===== config.mk =====
export PLATFORM = sky130hd
export DESIGN_NAME = instr_fetch_unit
export DESIGN_NICKNAME = d
export VERILOG_FILES = /design/src/rtl/instr_fetch_unit_pkg.sv /design/src/rtl/fetch_buffer.sv /design/src/rtl/instr_fetch_unit.sv
export SDC_FILE = /design/constraint.sdc
export NUM_CORES = 1
export LEC_CHECK = 0
export CAP_MARGIN = 40
export CORE_UTILIZATION = 30
export DETAILED_ROUTE_END_ITERATION = 16
export GPL_TIMING_DRIVEN = 0
export PLACE_DENSITY = 0.6
export SYNTH_ARGS = -nofsm -noshare
export SYNTH_HDL_FRONTEND = slang
export SYNTH_SLANG_ARGS = --single-unit

===== constraint.sdc =====
create_clock -name clk -period 2.9 [get_ports clk]
set_input_delay 0.29 -clock clk [delete_from_list [all_inputs] [get_ports clk]]
set_output_delay 0.29 -clock clk [all_outputs]
set_load 0.05 [all_outputs]

===== src/rtl/instr_fetch_unit_pkg.sv =====
// Shared defaults for the RISC16bit fetch stage and its consumers.
package instr_fetch_unit_pkg;

  localparam int DEF_ADDR_W = 8;
  localparam int DEF_DATA_W = 16;
  localparam logic [DEF_ADDR_W-1:0] DEF_RESET_PC = 8'h00;

  // Decode treats an all-zero word as a bubble.
  localparam logic [DEF_DATA_W-1:0] NOP = 16'h0000;

endpackage


===== src/rtl/fetch_buffer.sv =====
// Two-entry instruction FIFO between the memory response and the decode handshake.
module fetch_buffer #(
  parameter int ADDR_W = 8,
  parameter int DATA_W = 16
) (
  input  logic              clk,
  input  logic              rst_n,
  input  logic              push,
  input  logic [DATA_W-1:0] push_data,
  input  logic [ADDR_W-1:0] push_pc,
  input  logic              pop,
  input  logic              flush,
  output logic [1:0]        count,
  output logic [DATA_W-1:0] head_data,
  output logic [ADDR_W-1:0] head_pc
);

  logic [DATA_W-1:0] data_q [2];
  logic [ADDR_W-1:0] pc_q   [2];
  logic              rd_ptr;
  logic              wr_ptr;

  // Flush wins over any push/pop on the same edge; entry contents are left stale.
  always_ff @(posedge clk or negedge rst_n) begin
    if (!rst_n) begin
      for (int i = 0; i < 2; i++) begin
        data_q[i] <= '0;
        pc_q[i]   <= '0;
      end
      rd_ptr <= 1'b0;
      wr_ptr <= 1'b0;
      count  <= 2'd0;
    end else if (flush) begin
      rd_ptr <= 1'b0;
      wr_ptr <= 1'b0;
      count  <= 2'd0;
    end else begin
      if (push) begin
        data_q[wr_ptr] <= push_data;
        pc_q[wr_ptr]   <= push_pc;
        wr_ptr         <= ~wr_ptr;
      end
      if (pop) begin
        rd_ptr <= ~rd_ptr;
      end
      count <= count + 2'(push) - 2'(pop);
    end
  end

  assign head_data = data_q[rd_ptr];
  assign head_pc   = pc_q[rd_ptr];

endmodule


===== src/rtl/instr_fetch_unit.sv =====
// Fetch stage: drives Memory256x16 reads and feeds decode through a 2-entry buffer.
module instr_fetch_unit
  import instr_fetch_unit_pkg::*;
#(
  parameter int                ADDR_W   = DEF_ADDR_W,
  parameter int                DATA_W   = DEF_DATA_W,
  parameter logic [ADDR_W-1:0] RESET_PC = DEF_RESET_PC
) (
  input  logic              clk,
  input  logic              rst_n,
  output logic [ADDR_W-1:0] mem_addr,
  output logic              mem_we,
  output logic [DATA_W-1:0] mem_din,
  input  logic [DATA_W-1:0] mem_dout,
  input  logic              redirect_valid,
  input  logic [ADDR_W-1:0] redirect_pc,
  input  logic              halt,
  output logic              ir_valid,
  input  logic              ir_ready,
  output logic [DATA_W-1:0] ir_data,
  output logic [ADDR_W-1:0] ir_pc
);

  logic [ADDR_W-1:0] pc;
  logic [ADDR_W-1:0] inflight_pc;
  logic              inflight;
  logic [1:0]        count;
  logic [2:0]        occupancy;
  logic              pop;
  logic              push;
  logic              issue;

  assign ir_valid = (count != 2'd0);
  assign pop      = ir_valid & ir_ready;

  // Buffered plus in-flight words after this edge's pop must leave room for a new read.
  assign occupancy = {1'b0, count} + {2'b00, inflight} - {2'b00, pop};
  assign issue     = !halt && !redirect_valid && (occupancy < 3'd2);
  assign push      = inflight && !redirect_valid;

  always_ff @(posedge clk or negedge rst_n) begin
    if (!rst_n) begin
      pc          <= RESET_PC;
      inflight    <= 1'b0;
      inflight_pc <= '0;
    end else if (redirect_valid) begin
      pc       <= redirect_pc;
      inflight <= 1'b0;
    end else begin
      inflight <= issue;
      if (issue) begin
        inflight_pc <= pc;
        pc          <= pc + ADDR_W'(1);
      end
    end
  end

  assign mem_addr = pc;
  assign mem_we   = 1'b0;
  assign mem_din  = '0;

  fetch_buffer #(
    .ADDR_W(ADDR_W),
    .DATA_W(DATA_W)
  ) u_fetch_buffer (
    .clk       (clk),
    .rst_n     (rst_n),
    .push      (push),
    .push_data (mem_dout),
    .push_pc   (inflight_pc),
    .pop       (pop),
    .flush     (redirect_valid),
    .count     (count),
    .head_data (ir_data),
    .head_pc   (ir_pc)
  );

endmodule


==> qor.yml, run 1 <==
place.gp.congestion: 0.834
synth_cell_types: 37
finalCritPeriodShare: 0.957
die_y_um: 108
criticalPathCategory: "flop to flop"
min_path_type: "input pin to asynchronous set/reset pin"
most-common-layout-cells: "dfrtp_1, mux2_2, clkdlybuf4s50_1, mux2_4, buf_4"
crit_required_ns: 3.12
cts_buffer_depth: 2
cts_root_buf: "clkbuf_8"
clock_sinks: 69
antenna_found_initial: 0
fin_skew_ns: 0.00979
worst-r2r-setup-slack_ns: 0.12
cts-buffers-inserted: 9
yosysSeqAreaShare: 0.517
final_cell_count_no_fill: 470
fp.dieW_um: 108
postRouteAntennaNets: 0
reg2regPathDepth: 10
rows: 38
slew_violations: 0
maxSlewHeadroom: 0.630
clock_latency_ns: 0.34
finalHoldViolations: 0
power_density_nw_per_um2: 1180
synth_area_um2: 3340
power_mw: 5.23
timing.rr.end: "mem_addr[6]"
avgSynthCellArea_um2: 14.3
nFillCells: 1047
cp_max_fo: 5
fp.coreArea_um2: 10800
status: "finished, final reports clean"
p_leak_nw: 1.99
yosys_most_used_dff: "dfrtp_1"
htreeDepth: 3
fmaxAchievable_mhz: 360
area_delta_synth_final_pct: 32.9
path_clk_slew_ns: 0.08
n_antenna_cell: 0
ir_worst_vdd_uv: 629
fin_crit_ns: 2.78
utilization: 0.410
grt_max_degree: 43
crit_start: "u_fetch_buffer.count[1]"
io_buffers: 61
drt_wl_total_mm: 6.59
crit_arrival_ns: 3.00
routed_via_density: 4.41
grt_pass1_vias: 2166
drt_iter0_markers: 65
endpoint_kind: "flop"
startpoint_type: "flop"
endpoint: "mem_addr[6]"
r2r_start: "u_fetch_buffer.count[1]"
async_reset_ff_frac: 1.00
finalSetupViolCount: 0
tightest_slew_ns: 0.553
drc: 0
synth_edf_count: 0
grt_pass1_wl_mm: 11.1
initial_core_util: 0.308
cts_tree: "built"
wire_per_inst_um: 14.0
fin_ws_ns: 0.125
ys_ff_latch: 69
cap_violations: 0
fin_nets: 359
dieArea_um2: 11600
gr-total-overflow: 0
dpl_worst_slack_ns: -0.0282
vias: 2071
yosys_warnings: 0
place.detailed.hpwl_mm: 4.73
drt_first_pass_iters: 5
layout-drive-gt1-share: 0.409
final_common_cell: "dfrtp_1"
netlist_instances: 234
grt_usage: 0.126
io-pin-count: 79
dp.cells: 452
-- timing repair --
action                                  CTS  global route
pin swaps                                 0             2
resized for setup                         1             5
hold buffers                              1             0
hold endpoints to repair                 27             0
buffers inserted                          0             1
endpoints found under the setup margin    9            12
-- state kept, by name (all words and copies together), names as in the netlist --
register / cells
inflight_pc: 8
u_fetch_buffer.count: 2
u_fetch_buffer.data_q: 32
inflight: 1
u_fetch_buffer.wr_ptr: 1
u_fetch_buffer.pc_q: 16
mem_addr: 8
u_fetch_buffer.rd_ptr: 1
-- area by class of cell --
| cell class | count | area (µm²) | area share |
|---|---|---|---|
| clock inverter | 6 | 63.8 | 0.0144 |
| multi-input combinational | 148 | 1480 | 0.333 |
| inverter | 6 | 22.5 | 0.00507 |
| buffer | 27 | 200 | 0.0451 |
| sequential | 69 | 1730 | 0.389 |
| clock buffer | 10 | 128 | 0.0287 |
| tap | 140 | 175 | 0.0394 |
| timing repair buffer | 64 | 646 | 0.145 |
-- synth_stat cells, drive strengths merged, types with 2 or more instances --
cell type | number | area share
o311ai | 2 | 0.0097
nand3 | 3 | 0.0060
inv | 6 | 0.0067
nor3 | 2 | 0.0030
ha | 4 | 0.015
nand2 | 8 | 0.010
dfrtp | 69 | 0.52
nor2 | 3 | 0.0034
buf | 25 | 0.058
o211ai | 2 | 0.0045
mux2 | 80 | 0.29
clkbuf | 2 | 0.0022
xnor2 | 4 | 0.013
o21a | 2 | 0.0045
nor2b | 4 | 0.010
a221o | 5 | 0.015
-- worst max-delay path, cell delays in order (launching register included) --
cell	delay (ns)
dfrtp_2	0.41
or2_4	0.23
and2_1	0.19
ha_1	0.27
inv_1	0.07
nand2_1	0.07
fa_2	0.52
nor2b_4	0.20
nand2_4	0.09
o31a_1	0.30
a221o_1	0.30
-- power by group --
group	internal (mW)	switching, mW	total, mW
combinational	1.29	1.58	2.88
clock	0.395	0.352	0.748
sequential	1.36	0.240	1.60
-- through the flow --
step	hold slack, ns	cell area, µm²	TNS, ns
floorplan	-0.00559	3400	0
global placement	0.481	4190	-55.18
detailed placement	0.240	4210	-0.0390
CTS	0.403	4410	0
global route	0.438	4440	-0.0110
finish	0.412	4440	0
-- cell families (layout without fill, tap and decap cells) --
group,after synthesis,in the layout,share of synthesized area
compound gates,14,14,0.0397
xor+xnor,5,5,0.0154
fa+ha+maj,5,5,0.0210
buf+inv,33,113,0.0666
flops,69,69,0.517
mux,80,80,0.292
other cells,1,17,0.00112
simple gates,27,27,0.0476
-- routing by layer --
layer / vias to the layer above / track usage / wire, µm
li1: 981 / - / -
met1: 1022 / 0.163 / 3130
met2: 64 / 0.198 / 3040
met3: 4 / 0.0418 / 379
met4: 0 / 0.0352 / 40
met5: - / 0 / 0
-- worst min-delay path by stage --
stage	start	end	cells past startpoint
after floorplan	rst_n	inflight	0
after global placement	u_fetch_buffer.data_q[4]	u_fetch_buffer.data_q[4]	1
after detailed placement	rst_n	u_fetch_buffer.data_q[16]	1
after CTS	rst_n	u_fetch_buffer.data_q[16]	2
after global routing	rst_n	u_fetch_buffer.data_q[16]	2
final	rst_n	u_fetch_buffer.data_q[16]	2
Power figures use the tool's default switching activity.
==> run 2: changes to the inputs <==
--- a/config.mk
+++ b/config.mk
@@ -6,10 +6,12 @@
 export NUM_CORES = 1
 export LEC_CHECK = 0
 export CAP_MARGIN = 40
+export CELL_PAD_IN_SITES_DETAIL_PLACEMENT = 0
+export CELL_PAD_IN_SITES_GLOBAL_PLACEMENT = 1
 export CORE_UTILIZATION = 30
 export DETAILED_ROUTE_END_ITERATION = 16
 export GPL_TIMING_DRIVEN = 0
-export PLACE_DENSITY = 0.6
+export PLACE_DENSITY = 0.7
 export SYNTH_ARGS = -nofsm -noshare
 export SYNTH_HDL_FRONTEND = slang
 export SYNTH_SLANG_ARGS = --single-unit
==> qor.yml, run 2 (synthesis gave the netlist of run 1 again) <==
path_clk_slew_ns: 0.08
nFillCells: 1017
slowest_delay_ns: 0.46
grt_pass1_wl_mm: 11.1
final_cell_count_no_fill: 469
postRouteAntennaNets: 0
clock_latency_ns: 0.34
finalSetupViolCount: 0
grt_util_met3: 0.0393
final_common_cell: "dfrtp_1"
power_mw: 5.38
cap_violations: 0
whs_ns: 0.418
largest_registers: "u_fetch_buffer.data_q (32), u_fetch_buffer.pc_q (16)"
endpoint_kind: "flop"
rows: 38
fin_nets: 358
fin_ws_ns: 0.0736
antenna_found_initial: 0
fmaxAchievable_mhz: 354
fp.dieW_um: 108
crit_arrival_ns: 3.06
area_delta_synth_final_pct: 33.8
grt_util_met2: 0.208
p_leak_nw: 2.02
routed_via_density: 4.38
path_cells: "or2_4 -> and2_1 -> ha_1 -> inv_1 -> nand2_1 -> fa_1 -> xnor2_2 -> nand2_2 -> o31a_1 -> a221o_1"
grt_usage: 0.128
slowest_stage: "dfrtp_2"
cts_buffer_depth: 2
cts-buffers-inserted: 9
r2r_start: "u_fetch_buffer.count[1]"
drt_first_pass_iters: 4
drt_iter0_markers: 82
reg2regPathDepth: 10
cts_root_buf: "clkbuf_8"
gr-total-overflow: 0
io_buffers: 61
grtUsageMet1: 0.161
place.detailed.hpwl_mm: 4.84
min_path_type: "input pin to asynchronous set/reset pin"
combinationalPowerShare: 0.529
netSwitchingPower_mw: 2.16
dpl_worst_slack_ns: -0.0602
layout-drive-gt1-share: 0.404
status: "finished, final reports clean"
most-common-layout-cells: "dfrtp_1, mux2_2, clkdlybuf4s50_1, mux2_4, buf_4"
fp.coreArea_um2: 10800
cp_max_fo: 5
slew_violations: 0
io-pin-count: 79
finalCritPeriodShare: 0.975
fin_crit_ns: 2.83
startpoint_type: "flop"
fin_skew_ns: 0.0146
drc: 0
initial_core_util: 0.308
worst-r2r-setup-slack_ns: 0.07
cpLargestDelayFamily: "adder cells"
cp_num_cells: 10
place.gp.congestion: 0.753
maxSlewHeadroom: 0.634
clock_sinks: 69
grt_pass1_vias: 2201
criticalPathCategory: "flop to flop"
dieArea_um2: 11600
top_usage_layer: "met2"
crit_required_ns: 3.13
grt_max_degree: 43
cts_setup_buffers: 0
switching_share: 0.402
wire_per_inst_um: 14.6
power_frac_seq: 0.299
power_density_nw_per_um2: 1200
dp.cells: 452
vias: 2053
largest_register_ffs: 32
timing.rr.end: "mem_addr[6]"
cts_tree: "built"
top_register: "u_fetch_buffer.data_q"
tns_ns: 0
p_int_mw: 3.21
cp.buffers_inverters: 1
tightest_slew_ns: 0.548
rsz0062_at_grt: "true"
htreeDepth: 3
n_antenna_cell: 0
clkPwrFrac: 0.172
ir_worst_vdd_uv: 558
finalHoldViolations: 0
drt_wl_total_mm: 6.83
die_y_um: 108
[run 2: metal layers]
metal / wire length (µm) / share of wire / vias to the layer above
li1: - / - / 972
met1: 3220 / 0.47 / 1016
met2: 3160 / 0.46 / 60
met3: 376 / 0.055 / 5
met4: 62 / 0.0091 / 0
met5: 0 / 0 / -
[run 2: final cells by class]
class,instances,area (µm²),area share
Sequential cell,69,1730,0.387
Clock buffer,10,128,0.0285
Clock inverter,6,111,0.0249
Inverter,6,22.5,0.00504
Buffer,27,203,0.0453
Multi-Input combinational cell,148,1460,0.327
Tap cell,140,175,0.0392
Timing Repair Buffer,63,641,0.143
[run 2: timing repair]
action | 4_1_cts | 5_1_grt
gates resized for setup | 2 | 3
hold endpoints to repair | 27 | 0
pin swaps | 0 | 0
setup endpoints to repair | 12 | 14
hold buffers | 1 | 0
[run 2: through the flow]
stage / utilization / instance area, µm²
after floorplan: - / 3400
after detailed placement: 0.388 / 4210
final: 0.412 / 4470
after CTS: 0.411 / 4460
after global routing: 0.412 / 4470
after global placement: 0.387 / 4190
[run 2: worst max-delay path by stage]
stage	startpoint	to	slack (ns)
6_report	u_fetch_buffer.count[1]	mem_addr[6]	0.07
2_1_floorplan	u_fetch_buffer.count[1]	mem_addr[6]	0.06
5_1_grt	u_fetch_buffer.count[1]	mem_addr[0]	-0.06
3_5_place_dp	u_fetch_buffer.count[1]	mem_addr[6]	-0.06
4_1_cts	u_fetch_buffer.count[1]	mem_addr[6]	0.01
3_3_place_gp	rst_n	u_fetch_buffer.pc_q[8]	-0.78
[run 2: power groups by stage]
stage	sequential (mW)	clock, mW	combinational, mW
floorplan	1.63	0	2.04
global placement	1.60	0	2.82
detailed placement	1.63	0	2.85
CTS	1.61	0.959	2.87
global route	1.67	1.00	3.01
finish	1.61	0.925	2.84
